==> src/rtl/arrayed_ser_pkg.sv <==
// Shared types and default sizing for the arrayed symbol serializer.
// Optional parity symbol support is enabled with macro ARRAYED_SER_PARITY_EN.
package arrayed_ser_pkg;

  localparam int DEF_NUM_ENTRIES = 4;
  localparam int DEF_ENTRY_W     = 2;

`ifdef ARRAYED_SER_PARITY_EN
  typedef enum logic [1:0] {
    IDLE   = 2'd0,
    SHIFT  = 2'd1,
    PARITY = 2'd2
  } ser_state_t;
`else
  typedef enum logic [0:0] {
    IDLE  = 1'b0,
    SHIFT = 1'b1
  } ser_state_t;
`endif

  // Symbol index width; a single-entry word still needs a one-bit index.
  function automatic int idx_width(input int n);
    return (n > 1) ? $clog2(n) : 1;
  endfunction

endpackage

==> src/rtl/arrayed_ser_shreg.sv <==
// Load/shift register for the serializer: entry 0 sits in the MSBs and is
// presented as the head symbol; each advance shifts the next entry up.
module arrayed_ser_shreg
  import arrayed_ser_pkg::*;
#(
  parameter int NUM_ENTRIES = DEF_NUM_ENTRIES,
  parameter int ENTRY_W     = DEF_ENTRY_W
) (
  input  logic                           clk,
  input  logic                           rst,
  input  logic                           load,
  input  logic                           advance,
  input  logic [NUM_ENTRIES*ENTRY_W-1:0] load_data,
  output logic [ENTRY_W-1:0]             head
);

  localparam int WORD_W = NUM_ENTRIES * ENTRY_W;

  logic [WORD_W-1:0] data_q;

  // Zeros shift in from the bottom, so the head reads zero once a frame drains.
  always_ff @(posedge clk) begin
    if (rst) begin
      data_q <= '0;
    end else if (load) begin
      data_q <= load_data;
    end else if (advance) begin
      data_q <= data_q << ENTRY_W;
    end
  end

  assign head = data_q[WORD_W-1 -: ENTRY_W];

endmodule

==> src/rtl/arrayed_sig_serializer.sv <==
// Serializes a packed word of NUM_ENTRIES entries into ENTRY_W-bit symbols,
// e0 first, with valid/ready handshakes on both sides and a frame counter.
// Macro ARRAYED_SER_PARITY_EN appends a parity symbol to every frame.
module arrayed_sig_serializer
  import arrayed_ser_pkg::*;
#(
  parameter int NUM_ENTRIES = DEF_NUM_ENTRIES,
  parameter int ENTRY_W     = DEF_ENTRY_W
) (
  input  logic                           clk,
  input  logic                           rst,
  input  logic [NUM_ENTRIES*ENTRY_W-1:0] in_word,
  input  logic                           in_valid,
  output logic                           in_ready,
  output logic [ENTRY_W-1:0]             sym_out,
  output logic                           sym_valid,
  input  logic                           sym_ready,
  output logic                           sym_last,
  output logic [7:0]                     frame_cnt
);

  localparam int IDX_W = idx_width(NUM_ENTRIES);

  ser_state_t       state_q;
  ser_state_t       state_d;
  logic [IDX_W-1:0] idx_q;
  logic             load;
  logic             advance;
  logic             last_data;
  logic             frame_done;
  logic [ENTRY_W-1:0] head;

`ifdef ARRAYED_SER_PARITY_EN
  logic parity_q;
`endif

  arrayed_ser_shreg #(
    .NUM_ENTRIES (NUM_ENTRIES),
    .ENTRY_W     (ENTRY_W)
  ) u_shreg (
    .clk       (clk),
    .rst       (rst),
    .load      (load),
    .advance   (advance),
    .load_data (in_word),
    .head      (head)
  );

  assign last_data  = (idx_q == IDX_W'(NUM_ENTRIES - 1));
  assign frame_done = sym_valid && sym_ready && sym_last;

  always_ff @(posedge clk) begin
    if (rst) begin
      state_q   <= IDLE;
      idx_q     <= '0;
      frame_cnt <= '0;
    end else begin
      state_q <= state_d;
      if (load) begin
        idx_q <= '0;
      end else if (advance) begin
        idx_q <= idx_q + 1'b1;
      end
      if (frame_done) begin
        frame_cnt <= frame_cnt + 8'd1;
      end
    end
  end

`ifdef ARRAYED_SER_PARITY_EN
  // Parity is taken from the whole word at capture, before any shifting.
  always_ff @(posedge clk) begin
    if (rst) begin
      parity_q <= 1'b0;
    end else if (load) begin
      parity_q <= ^in_word;
    end
  end
`endif

  always_comb begin
    state_d   = state_q;
    in_ready  = 1'b0;
    sym_valid = 1'b0;
    sym_last  = 1'b0;
    load      = 1'b0;
    advance   = 1'b0;
    unique case (state_q)
      IDLE: begin
        in_ready = !rst;
        if (in_valid && !rst) begin
          load    = 1'b1;
          state_d = SHIFT;
        end
      end
      SHIFT: begin
        sym_valid = 1'b1;
`ifndef ARRAYED_SER_PARITY_EN
        sym_last  = last_data;
`endif
        if (sym_ready) begin
          advance = 1'b1;
          if (last_data) begin
`ifdef ARRAYED_SER_PARITY_EN
            state_d = PARITY;
`else
            state_d = IDLE;
`endif
          end
        end
      end
`ifdef ARRAYED_SER_PARITY_EN
      PARITY: begin
        sym_valid = 1'b1;
        sym_last  = 1'b1;
        if (sym_ready) begin
          state_d = IDLE;
        end
      end
`endif
      default: begin
        state_d = IDLE;
      end
    endcase
  end

  always_comb begin
    sym_out = head;
`ifdef ARRAYED_SER_PARITY_EN
    if (state_q == PARITY) begin
      sym_out = ENTRY_W'(parity_q);
    end
`endif
  end

endmodule

==> config.mk <==
export PLATFORM = sky130hd
export DESIGN_NAME = arrayed_sig_serializer
export DESIGN_NICKNAME = d
export VERILOG_FILES = /design/src/rtl/arrayed_ser_pkg.sv /design/src/rtl/arrayed_ser_shreg.sv /design/src/rtl/arrayed_sig_serializer.sv
export SDC_FILE = /design/constraint.sdc
export NUM_CORES = 1
export LEC_CHECK = 0
export CORE_ASPECT_RATIO = 1.4
export CORE_MARGIN = 5
export CORE_UTILIZATION = 46
export CTS_BUF_LIST = sky130_fd_sc_hd__clkbuf_16
export DETAILED_ROUTE_END_ITERATION = 6
export GPL_ROUTABILITY_DRIVEN = 0
export PLACE_DENSITY = 0.89
export SLEW_MARGIN = 15
export SYNTH_ARGS = -nofsm -noshare
export SYNTH_HDL_FRONTEND = slang
export SYNTH_HIERARCHICAL = 1
export SYNTH_SLANG_ARGS = --single-unit
==> constraint.sdc <==
create_clock -name clk -period 1.94 [get_ports clk]
set_input_delay 0.194 -clock clk [delete_from_list [all_inputs] [get_ports clk]]
set_output_delay 0.194 -clock clk [all_outputs]
set_load 0.01 [all_outputs]
Yosys cells after proc, flatten, opt, wreduce, memory -nomap -nowiden. Cells that the tools add are included.

Register bits after elaboration: 19. Bits in latches: 0. Memory bits (writable): 0. Bits in read-only memories: 0. Input bits: 12. Output and inout bits: 13. Word-level logic and storage cells: 26. Memories: 0.

Add/subtract/negate cells: 2. $mul: 0. Div/mod/pow operators: 0. Order comparisons: 0. Equal/unequal tests: 1. Shifts and indexed selects: 0. Mux-type cells: 12. Bitwise logic cells: 1. Reductions and logical operators: 6.

Operator list (count): two-way mux 8 bit (2); two-way mux 1 bit (9); adder 8 x 1 -> 8 bit, second input constant (1); logical AND 1 bit (3); adder 2 x 1 -> 2 bit, second input constant (1); == test 2 bit, second input constant (1); one-hot mux 1 bit (2 select lines) (1); nonzero test 2 bit (1); OR reduction 2 bit (1); logical NOT 1 bit (1); inverter 1 bit (1).

Logic depth before layout (Yosys ltp). Gate-level depths: netlist of the first run.

Depth after elaboration: 5. Mapped depth: 6. Mapped depth without buffers: 4.

By module. Netlist of the first run, hierarchy kept.

By module, submodules not included: arrayed_sig_serializer (times used 1, cells an instance 58, area each 526.8 µm², seq. area each 220.2 µm²); arrayed_ser_shreg (times used 1, cells an instance 38, area each 390.4 µm², seq. area each 160.2 µm²).

Least setup slack after synthesis of the first run. No wires, ideal clock.

Path kind: reg-to-reg. From: register state_q. To: register u_shreg.data_q[1]. Setup time: 70 ps. Data arrival time: 1373 ps. Path slack: 497 ps. Stages on the path, launching flop included: 7. Buffers on the path: 2. Period minus slack after synthesis: 1443 ps. Cells stage by stage: dfxtp_1 > buf_6 > nor2_1 > and2_1 > buf_6 > or3b_1 > a21oi_1.

Word-level cells in the longest chain between the ends: 2.

Ends and longest elaborated chain: start, declared (line arrayed_sig_serializer.sv:24) `ser_state_t state_q;`; start signal, assigned (line arrayed_sig_serializer.sv:58) `state_q <= state_d;`; two-way mux 1 bit (*) (line arrayed_sig_serializer.sv:88) `unique case (state_q)`; net load (line arrayed_sig_serializer.sv:27) `logic load;`; two-way mux 8 bit / nonzero test 2 bit (equally long branches); end signal, assigned (line arrayed_ser_shreg.sv:26) `data_q <= load_data;`; end signal, assigned (line arrayed_ser_shreg.sv:28) `data_q <= data_q << ENTRY_W;`; end, declared (line arrayed_ser_shreg.sv:19) `logic [WORD_W-1:0] data_q;`.

The timed path passes the listed nets; every way through them passes the cells marked *. A chain may end at the register's enable or synchronous reset.

Worst setup path in the final report of the first run.
From: register idx_q[0]. To: output port sym_last.

Word-level cells in the longest chain between the ends: 2.

Ends and longest elaborated chain: start, declared (line arrayed_sig_serializer.sv:26) `logic [IDX_W-1:0] idx_q;`; start signal, assigned (line arrayed_sig_serializer.sv:62) `idx_q <= idx_q + 1'b1;`; == test 2 bit (line arrayed_sig_serializer.sv:49) `assign last_data = (idx_q == IDX_W'(NUM_ENTRIES - 1));`; two-way mux 1 bit (line arrayed_sig_serializer.sv:88); end, declared (line arrayed_sig_serializer.sv:18) `output logic sym_last,`.

No other way between the ends.

==> results, run 1 <==
- Setup repair after global routing left no endpoint under its margin.
- Dividing the detail-routed via count by the number of cells gives 5.47.
- The async set or reset register ratio after synthesis is 0%.
- 0 antenna diodes ended up in the layout.
- In this run the number of H-tree levels came out at 1.
- The CTS buffer count is 3.
- The worst hold margin is approximately 0.5 ns.
- The number of clock sinks is 19.
- The share of total power dissipated in sequential elements is a little under half.
- Combinational cells account for 9.3% of the total power.
- Dividing total power by cell area gives a power density of between 700 and 800 nW/um^2.
- The number of global-route vias before repair was 750.
- For this run, global-route usage on met2 was measured as 23.2%.
- The startpoint type of the worst setup path is a flop.
- The die covers roughly 3000 sq um.
- The busiest layer in global routing is met2.
- The time the final worst path needs with I/O delays and setup is about 1.7 ns.
- Entering global routing, the biggest net connects 22 pins.
- Counting every net in the synthesized netlist gives 110.
- The post-route DRC violation count is 0.
- The proportion of netlist area held by the largest area contributor is 41.5%.
- The routed length per instance is 12.9 um.
- For this configuration, the core starts out at a cell density of 47.6%.
- Cells with a size suffix above 1 make up ~11% of the layout.
- The final global-route overflow total is 0.
- The leakage power figure is ~0.44 nW.
- In the synthesized netlist, the number of instances is 96.
- The area of the mapped netlist is 917 sq um.
- The count of final max-slew check failures is 0.
- The sum of net half-perimeters after detailed placement is 1400 um.
- Once the clock tree was built, the setup fixing pass inserted 0 buffers.
- The number of warnings issued by yosys is 6.
- At the pin with the least slew margin, the transition time is 0.311 ns.
- The detailed-route via count is 760.
- The switching share of power is 20.3%.
- In this run, the clock network consumes 45.6% of the power.
- The first routing iteration left 8 violations.
- dfxtp_1 is the most common cell in the netlist.
- The routing usage on met3 is under 10%.
- Cell internal power was estimated by the tool at around 0.73 mW.
- After synthesis, the netlist uses 28 different library cells.
- The class of the tightest hold or removal check is primary input to flop.
- The most area-hungry cell type in the Yosys netlist is dfxtp_1.
- The total of flip-flops plus latches after synthesis is 19.
- By area the synthesized netlist is led by dfxtp_1 41%, mux2i_1 9.8%, a211oi_1 5.7%, nor2_1 3.7%, buf_6 3.7%.
- Of all nets on the critical path, the largest fanout is 5.
- The clock-pin slew reported for the worst setup and hold paths after clock tree synthesis is approximately 0.05 ns.
- The flow ran to the end, and the final reports show no timing, DRC or antenna violations.
- The average footprint of a synthesized cell is 9.55 sq um.
- The worst vdd rail ir drop is between 0.6 and 0.7 mV.
- Yosys mapped a number of flops with a built-in enable equal to 0.
- The number of routed nets with antenna violations is 0.
- The maximum operating frequency is 0.576 GHz.
- The count of buffers added on input and output ports is 24.
- For the worst setup path, the data required time is about 1.8 ns.
- Measured against its own limit, the worst slew margin works out to ~79%.
- In this run the most critical hold path is launched from in_word[0].
- During I/O placement, the number of pins put on the boundary was 25.
- The portion of the post-synthesis area used by sequential elements is 41.5%.
- In the synthesized netlist, the cells that appear most often are 19 x dfxtp_1, 9 x mux2i_1, 9 x nor2_1.
- The type of destination of the critical path is an output pin.
- The clock network latency to the later pin of the worst-skew pair is 0.25 ns.
- The die is 62.8 um tall.
- The number of endpoints with negative hold slack in the final report came to 0.
- The signal arrival time at the worst endpoint is 1.54 ns.
- The first global-routing pass estimated 3060 um of wire.
- TritonCTS built the clock tree.
- The area overhead of the layout relative to synthesis is 32.5%.
- The final critical path takes up 89.4% of the cycle.
- The overall die width is 47.7 um.
- On the final layout, the worst clock skew is 0.00231 ns.
- In the synthesized netlist the dominant register cell turns out to be dfxtp_1.
- The count of cells resized by post-cts repair is 0.
- The number of hold buffers added after CTS is 0.
- The maximum clock insertion buffer count is 2.
- The initial antenna violation count is 0.
- For met1 alone, demand over resource in global routing was between 10 and 15%.
- For this run, the detailed router's first-pass iteration total came to 4.
- Once layout is complete, the utilization of the core stands at 63.1%.
- The total length of routed wires is about 1800 um.
- For the final routed database, the setup TNS stands at 0 ns.
- The critical path starts at idx_q[0].
- The reg-to-reg startpoint is idx_q[0].
- The core region area is 1930 sq um.
- The layout net count is about 130.
- The final setup violation count is 0.
- The class of the most critical setup path is flop to output pin.
- For this run, the total global-route usage over all layers was measured as 14.0%.
- The tree is rooted in a clkbuf_16.
- The net switching power is 0.185 mW.
- The site row count is 19.
- The number of violations of the max-capacitance limit is 0.
[worst paths after layout]
kind                            cells past startpoint           endpoint  slack [ns]
worst max-delay path                                3           sym_last        0.20
worst min-delay path                                3  u_shreg/data_q[0]        0.50
worst max register to register                      4       frame_cnt[7]        0.36
worst min register to register                      2       frame_cnt[5]        0.51
[metal layers]
metal  part of all wire, %  routed length [um]
met5                     0                   0
met4                   2.7                  48
met3                   8.9                 159
met2                    52                 930
met1                    36                 654
[cells in the final DEF, fill, tap and decap left out, types with 3 or more instances in the layout]
| cell | count |
|---|---|
| a211oi_1 | 7 |
| clkdlybuf4s50_1 | 24 |
| nor2b_1 | 5 |
| inv_1 | 3 |
| dfxtp_1 | 19 |
| nor2b_2 | 3 |
| a21oi_1 | 5 |
| nand3_1 | 3 |
| nor2_1 | 9 |
| clkbuf_16 | 3 |
| nand2_1 | 4 |
| mux2i_1 | 9 |
[worst max-delay path, stage by stage, from the launching register on]
cell and delay (ns):
dfxtp_1 0.34, ha_1 0.26, and2_2 0.16, clkdlybuf4s50_1 0.53
[flip-flops by register name, indices dropped and copies added (netlist names)]
register and count:
frame_cnt 8, state_q 1, idx_q 2, u_shreg/data_q 8
[kinds of logic (layout without fill, tap and decap cells)]
logic type               after synthesis  count (layout)  synth area share (%)
AO/OA/AOI/OAI                         16              16                  11.2
XOR/XNOR                               2               2                  1.91
adder cells (fa/ha/maj)                2               2                  2.73
buffers and inverters                 10              32                  7.37
flip-flops                            19              19                  41.5
multiplexers                          11              11                  12.3
AND/OR/NAND/NOR                       36              36                  23.1
[through the flow]
step	total power [mW]	instance area (sq um)	std cells	setup slack (ns)
after floorplan	0.472	917	96	0.497
after global placement	0.505	1130	135	0.285
after detailed placement	0.507	1130	135	0.224
after CTS	0.922	1210	139	0.190
after global routing	0.951	1210	139	0.145
final	0.916	1210	139	0.205
[area by class of cell]
class,instances,area [sq um]
multi-input combinational,67,469
inverter,3,11.3
timing repair buffer,25,248
fill,167,711
tap,21,26.3
clock buffer,3,75.1
clock inverter,1,5.00
sequential,19,380
[power by group through the flow]
stage / clock network (mW) / registers [mW] / logic (mW)
after floorplan: 0 / 0.418 / 0.0545
after global placement: 0 / 0.420 / 0.0842
after detailed placement: 0 / 0.421 / 0.0858
after CTS: 0.422 / 0.413 / 0.0863
after global routing: 0.443 / 0.414 / 0.0936
final: 0.417 / 0.413 / 0.0853
Note: power is estimated with default switching activity, not from simulation.
==> inputs of run 2 (changes only) <==
--- a/config.mk
+++ b/config.mk
@@ -17,3 +17,4 @@
 export SYNTH_HDL_FRONTEND = slang
 export SYNTH_HIERARCHICAL = 1
 export SYNTH_SLANG_ARGS = --single-unit
+export TNS_END_PERCENT = 30
==> results of run 2 <==
Final layout, timing and power as in run 1 (identical DEF).
